==> config.mk <==
export PLATFORM = sky130hd
export DESIGN_NAME = interrupt_controller
export DESIGN_NICKNAME = d
export VERILOG_FILES = /design/src/rtl/interrupt_controller_pkg.sv /design/src/rtl/sync_2ff.sv /design/src/rtl/interrupt_controller.sv
export SDC_FILE = /design/constraint.sdc
export NUM_CORES = 1
export LEC_CHECK = 0
export BUFFER_PORTS_ARGS = -buffer_cell sky130_fd_sc_hd__buf_2
export CAP_MARGIN = 20
export CORE_MARGIN = 5
export CORE_UTILIZATION = 39
export DETAILED_ROUTE_END_ITERATION = 8
export GPL_TIMING_DRIVEN = 0
export PLACE_DENSITY = 0.81
export SLEW_MARGIN = 20
export SYNTH_ARGS = -nofsm -noshare
export SYNTH_HDL_FRONTEND = slang
export SYNTH_SLANG_ARGS = --single-unit
==> constraint.sdc <==
create_clock -name clk -period 1.38 [get_ports clk]
set_input_delay 0.207 -clock clk [delete_from_list [all_inputs] [get_ports clk]]
set_output_delay 0.207 -clock clk [all_outputs]
set_load 0.01 [all_outputs]
==> src/rtl/interrupt_controller_pkg.sv <==
// Shared pipeline definitions for the interrupt controller: FSM state
// encodings, the default handler entry address and the take qualifier.
package interrupt_controller_pkg;

  // Handler entry address used when the instantiating pipeline does not override it.
  localparam logic [31:0] VECTOR_DEFAULT = 32'h0000_0100;

  // Controller states: waiting, one-cycle vector entry, handler running.
  typedef enum logic [1:0] {
    ST_IDLE    = 2'd0,
    ST_VECTOR  = 2'd1,
    ST_HANDLER = 2'd2
  } irq_state_e;

  // An interrupt may only be taken on a real, non-mret instruction in Execute
  // while interrupts are globally enabled, so that epc captures a valid PC.
  function automatic logic take_qualified(input logic irq_sync,
                                          input logic global_ie,
                                          input logic valid_e,
                                          input logic mret_e);
    return irq_sync & global_ie & valid_e & ~mret_e;
  endfunction

endpackage

==> src/rtl/sync_2ff.sv <==
// Two-flop synchronizer for asynchronous level inputs. A rising input that
// arrives before edge N is visible on q after edge N+1.
module sync_2ff #(
  parameter int WIDTH = 1
) (
  input  logic             clk,
  input  logic             reset,
  input  logic [WIDTH-1:0] d,
  output logic [WIDTH-1:0] q
);

  logic [WIDTH-1:0] meta_q;
  logic [WIDTH-1:0] sync_q;

  // Two back-to-back flops to resolve metastability; cleared by reset.
  always_ff @(posedge clk or posedge reset) begin
    if (reset) begin
      meta_q <= {WIDTH{1'b0}};
      sync_q <= {WIDTH{1'b0}};
    end else begin
      meta_q <= d;
      sync_q <= meta_q;
    end
  end

  assign q = sync_q;

endmodule

==> src/rtl/interrupt_controller.sv <==
// Single-level, non-nesting interrupt controller for the pipeline.
// Takes an interrupt on a qualified Execute instruction (killing D/E/M),
// redirects to VECTOR for one cycle, runs the handler and returns to epc
// on mret. Redirect outputs are combinational so the kill lands in the
// same cycle as the decision.
module interrupt_controller
  import interrupt_controller_pkg::*;
#(
  parameter logic [31:0] VECTOR = VECTOR_DEFAULT
) (
  input  logic        clk,
  input  logic        reset,
  input  logic        irq,
  input  logic        global_ie,
  input  logic [31:0] PCE,
  input  logic        validE,
  input  logic        mretE,
  output logic        stopped_interrupt,
  output logic        interrupt_en,
  output logic        PCIntSel,
  output logic [31:0] PCInt,
  output logic        irq_ack,
  output logic        in_handler,
  output logic [31:0] epc
);

  irq_state_e  state_q;
  irq_state_e  state_d;
  logic [31:0] epc_q;
  logic [31:0] epc_d;
  logic        irq_s;
  logic        take_s;
  logic        ret_s;

  sync_2ff #(
    .WIDTH (1)
  ) u_irq_sync (
    .clk   (clk),
    .reset (reset),
    .d     (irq),
    .q     (irq_s)
  );

  assign take_s = (state_q == ST_IDLE) && take_qualified(irq_s, global_ie, validE, mretE);
  assign ret_s  = (state_q == ST_HANDLER) && mretE && validE;

  // Next-state, epc capture and output decode; everything defaults to idle/zero.
  always_comb begin
    state_d           = state_q;
    epc_d             = epc_q;
    stopped_interrupt = 1'b0;
    interrupt_en      = 1'b0;
    PCIntSel          = 1'b0;
    PCInt             = 32'h0000_0000;
    irq_ack           = 1'b0;
    in_handler        = 1'b0;
    case (state_q)
      ST_IDLE: begin
        if (take_s) begin
          stopped_interrupt = 1'b1;
          epc_d             = PCE;
          state_d           = ST_VECTOR;
        end else begin
          state_d = ST_IDLE;
        end
      end
      ST_VECTOR: begin
        interrupt_en = 1'b1;
        PCIntSel     = 1'b1;
        PCInt        = VECTOR;
        irq_ack      = 1'b1;
        state_d      = ST_HANDLER;
      end
      ST_HANDLER: begin
        in_handler = 1'b1;
        if (ret_s) begin
          stopped_interrupt = 1'b1;
          PCIntSel          = 1'b1;
          PCInt             = epc_q;
          state_d           = ST_IDLE;
        end else begin
          state_d = ST_HANDLER;
        end
      end
      default: begin
        state_d = ST_IDLE;
      end
    endcase
  end

  // State register; reset abandons any handler without a return redirect.
  always_ff @(posedge clk or posedge reset) begin
    if (reset) begin
      state_q <= ST_IDLE;
    end else begin
      state_q <= state_d;
    end
  end

  // Saved return PC; only changes on a take.
  always_ff @(posedge clk or posedge reset) begin
    if (reset) begin
      epc_q <= 32'h0000_0000;
    end else begin
      epc_q <= epc_d;
    end
  end

  assign epc = epc_q;

endmodule

=== Word level (Yosys, flattened, before mapping) ===
Cells that the tools add are included.

* Equality and inequality tests: 2
* Mux-type cells: 11
* Bitwise logic cells: 4
* Reduce and logical (&&, ||, !) cells: 5

{| class="wikitable"
|+ Operators by type and width
! operator !! count
|-
| $pmux 32 s2 || 1
|-
| $mux 32 || 1
|-
| $pmux 2 s3 || 1
|-
| $mux 1 || 5
|-
| $pmux 1 s2 || 2
|-
| $and 1x1->1 || 3
|-
| $logic_and 1x1->1 || 3
|-
| $eq 2x1->1 const B || 1
|-
| $eq 2x2->1 const B || 1
|-
| $logic_not 2->1 || 1
|-
| $mux 2 || 1
|-
| $reduce_and 2->1 || 1
|-
| $not 1->1 || 1
|}

* Flip-flop bits (word level): 36
* Bits of input ports: 38
* Word-level logic and storage cells: 26

=== Logic depth before layout (Yosys ltp) ===
* Depth after elaboration: 6
* Mapped depth: 5
* Gate-level depth less buffers: 5

=== By module ===
A second synthesis with hierarchy kept.

* Cells, all modules: 129
* Area, all modules: 1770.4 um^2

{| class="wikitable"
|+ Modules (own cells, without submodules)
! module !! times used !! cells an instance !! area an instance (um^2)
|-
| interrupt_controller || 1 || 126 || 1716.6
|-
| sync_2ff || 1 || 3 || 53.8
|}

=== Least setup slack after synthesis ===
OpenSTA, ideal clock, no wires.

* Path type: reg-to-output
* Start point: reg state_q[0]
* End point: out PCInt[11]
* Data arrival time: 1.407 ns
* Required time: 1.173 ns
* Slack: -0.234 ns
* Cell stages (with the launch flop): 6
* Cell sequence: dfrtp_1 inv_1 ha_1 and3_1 clkbuf_1 and3_1

* Cells in the longest elaborated chain, start to end: 5
* Elaborated cells between the ends (all ways): 6
* Classes of those cells: 2 x eq/ne; 2 x mux; 2 x reduce/logical

{| class="wikitable"
|+ Ends and longest elaborated chain
! element !! RTL line !! source
|-
| from (decl) || interrupt_controller.sv:27 || <nowiki>irq_state_e state_q;</nowiki>
|-
| from (signal assigned) || interrupt_controller.sv:96 || <nowiki>state_q <= state_d;</nowiki>
|-
| $eq 2x2->1 || interrupt_controller.sv:45, interrupt_controller.sv:57 ||
|-
| $logic_and 1x1->1 (2 in a row) || interrupt_controller.sv:45 || <nowiki>assign ret_s = (state_q == ST_HANDLER) && mretE && validE;</nowiki>
|-
| $mux 32 || interrupt_controller.sv:76 || <nowiki>if (ret_s) begin</nowiki>
|-
| $pmux 32 s2 * || interrupt_controller.sv:57 || <nowiki>case (state_q)</nowiki>
|-
| to (decl) || interrupt_controller.sv:21 || <nowiki>output logic [31:0] PCInt,</nowiki>
|}

Every way passes the cells marked *; elsewhere a longest branch is shown, timed or not.

=== Worst setup path after layout ===
* Start point: reg state_q[0]
* End point: out PCInt[9]

The elaborated chain is that of the path after synthesis.

==> metrics.md <==
| Metric | Value |
|---|---|
| Top cell type's share of synthesized area | roughly half |
| Clk buf depth | 2 |
| Final cell utilization of the core | approximately two thirds |
| M1 GR Usage | around 23% |
| Routed len/inst | roughly 18 µm |
| Largest area contributor in the netlist | dfrtp_1 |
| Tmin final | ~1900 ps |
| Final HPWL DP | around 3.6 mm |
| Sw Share | 30.50% |
| Arrival time at the worst endpoint | between 1500 and 2000 ps |
| Num CTS Buffers | 5 |
| Total track usage | around 19% |
| CTS Root Cell | clkbuf_8 |
| Final clock skew | roughly 3.8 ps |
| Post-Syn Area | about 1800 µm² |
| Violated checks | setup timing |
| CP max FO | 5 |
| Max IR drop VDD | 0.5740 mV |
| Peak Freq | roughly 540 MHz |
| Met2 usage | between 30% and 40% |
| Largest net degree at the start of global routing | 37 |
| Unrepaired setup endpoints after global routing | yes |
| Sequential share of power | between 40% and 50% |
| Critical path launch point type | register |
| GRT Residual Overflow | 0 |
| Fin. max-slew vios | 0 |
| Clk_lat worst skew | around 280 ps |
| Final setup margin | -488.7 ps |
| Synthesis Warnings | 0 |
| Worst r2r dst | epc[26] |
| GRT busiest layer | met2 |
| Worst min-delay path category | primary input to register |
| Pre-antenna DRT Iters | 4 |
| Count of final setup violators | 68 |
| Global-route wire length before repair | just under 9 mm |
| Most common cell after layout, fill and taps aside | buf_2 |
| Worst Hold End | u_irq_sync.meta_q |
| Final WL | around 5.4 mm |
| Drt drc | 0 |
| Final period util | 135.4% |
| Slew HR | roughly half |
| Critical setup path kind | register to primary output |
| Routing usage on met3 | 6.089% |
| Seq cells post-synth | 36 |
| Reg2Reg Depth | 6 |
| Combinational power share | about 34% |
| Post-DP Area | 2576 µm² |
| CP most frequent cell | and3_4 |
| Count of maximum capacitance violations | 0 |
| Layout cells sized above 1 | 81.67% |
| Number of global-route vias before repair | 1,701 |
| Chip height | a little under 80 µm |
| Psw | 1.026 mW |
| Die area | between 5000 and 6000 µm² |
| CTS tree | yes |
| Int Power | between 2 and 2.5 mW |
| CP endpoint kind | primary output |
| Pwr Density | around 1100 nW/µm² |
| Hold Path Depth | 1 |
| Core ar. | 4384 µm² |
| DRT iter0 DRCs | 19 |
| LEAKAGE | 1.598 nW |
| Sequential cell area fraction in the yosys report | between 50% and 60% |
| Critical path required time | between 1000 and 1500 ps |
| Final instance area | approximately 3000 µm² |
| DR vias/cell | roughly 4.9 |
| Worst-Margin Slew | roughly 740 ps |
| Critical R2R Launch | state_q[1] |
| Slowest-stage cell, CP | dfrtp_1 |
| Clock-pin transition on the worst setup and hold timing paths | 70 ps |
| DRT antenna net count | 0 |
| Yosys cell types | 19 |
| Status | finished with violations |
| Antenna Diode Count | 0 |
| CTS Hold Buffers Added | 0 |
| Gpl congestion | 0.7243 |
| Final net count | roughly 290 |
| Initial antenna violation count | 0 |
| Syn nets | 170 |
| Crit-path max cell delay | ~400 ps |
| Gate Count Post-Synth | 128 |
| Initial Util | around two fifths |
| Final hold vios | 0 |
| Most frequent cells in the layout | buf_2, dfrtp_1, and3_4, buf_6, mux2_4 |
| Synthesized area per cell | ~14 µm² |
| Buffers on Ports | roughly 110 |
| Top post-synthesis cells by area | dfrtp_1, mux2_4, and3_1, ha_1, mux2_2 |
| P&R area growth vs syn | 70.40% |
| CTS HTree Levels | 2 |
| R2R Setup Slk | -200 ps |
| Hold Crit Start | irq |
| Vias | 1,498 |
| CTS sink count | 36 |
| CP Cell Sequence | inv_2 > ha_4 > and3_4 > clkbuf_16 > and3_4 > buf_6 |
| Die Wd | just under 80 µm |
| Clock power share | between 20% and 30% |
| Num ports | 107 |
| Core Rows | 24 |
-- power by group through the flow --
stage	clock, mW	combinational [mW]	sequential [mW]
floorplan	0	0.511	1.66
global placement	0	1.05	1.55
detailed placement	0	1.07	1.56
CTS	0.706	1.14	1.55
global route	0.754	1.22	1.60
finish	0.680	1.13	1.55
-- flip-flops by register name (all words and copies together), names as in the netlist --
register / flops
u_irq_sync.q: 1
state_q: 2
epc: 32
u_irq_sync.meta_q: 1
-- stage by stage --
step / setup WS, ps / instances / hold slack, ps / power (mW) / setup TNS [ps]
finish: -488.7 / 303 / 36.48 / 3.363 / -20630
global route: -558.7 / 303 / 21.72 / 3.571 / -24200
CTS: -503.4 / 302 / 29.48 / 3.392 / -20930
detailed placement: -284.3 / 286 / 321.5 / 2.629 / -10610
global placement: -226.6 / 286 / 315.1 / 2.596 / -13680
floorplan: -28.39 / 128 / 238.4 / 2.173 / -919.4
-- critical path: cells and delay by family, from the launching register on --
| family | cells | cell delay [ps] |
|---|---|---|
| buffers and inverters | 3 | 370 |
| and+or+nand+nor | 2 | 450 |
| adders and majority gates | 1 | 150 |
| DFF | 1 | 400 |
-- repair_timing --
item | 4_1_cts | 5_1_grt
pin swaps | 9 | 3
buffers inserted | 5 | 2
cloned | 4 | 0
resized for setup | 39 | 8
endpoints found under the setup margin | 64 | 69
-- layer usage --
layer	vias up	part of all wire, %
met5	-	0
met4	0	0.71
met3	6	9.3
met2	77	49
met1	719	41
li1	696	-
-- cell families after synthesis --
group | count (synthesis) | share of synthesized area, %
and+or+nand+nor | 40 | 14.59
adders and majority gates | 4 | 2.833
buffers and inverters | 13 | 4.249
DFF | 36 | 50.99
AOI/OAI and AO/OA | 3 | 0.9911
muxes | 32 | 26.35
-- Yosys cell counts (all sizes together) --
cell / instances
a21oi: 1
and2: 1
and3: 31
buf: 4
clkbuf: 6
dfrtp: 36
ha: 4
inv: 3
mux2: 32
nand2: 2
nand3: 2
nand4: 1
nor2: 1
nor2b: 2
o21a: 1
o21ai: 1
-- layout make-up --
type                    instances  area, µm²
plain buffers                  10      167.7
flip-flops and latches         36      902.1
well taps                      52      65.06
clock buffers                   6      72.57
inverters                       3      11.26
repair buffers                115      798.3
clock inverters                 1      5.005
fillers                       318       1374
multi-input cells              80      988.4
-- how the worst max path moves through the flow --
stage / from / to
2_1_floorplan: state_q[0] / PCInt[0]
3_3_place_gp: state_q[1] / PCInt[27]
3_5_place_dp: state_q[1] / PCInt[31]
4_1_cts: state_q[0] / PCInt[12]
5_1_grt: state_q[0] / PCInt[9]
6_report: state_q[0] / PCInt[9]
No activity file was read; power rests on OpenSTA's default activity.
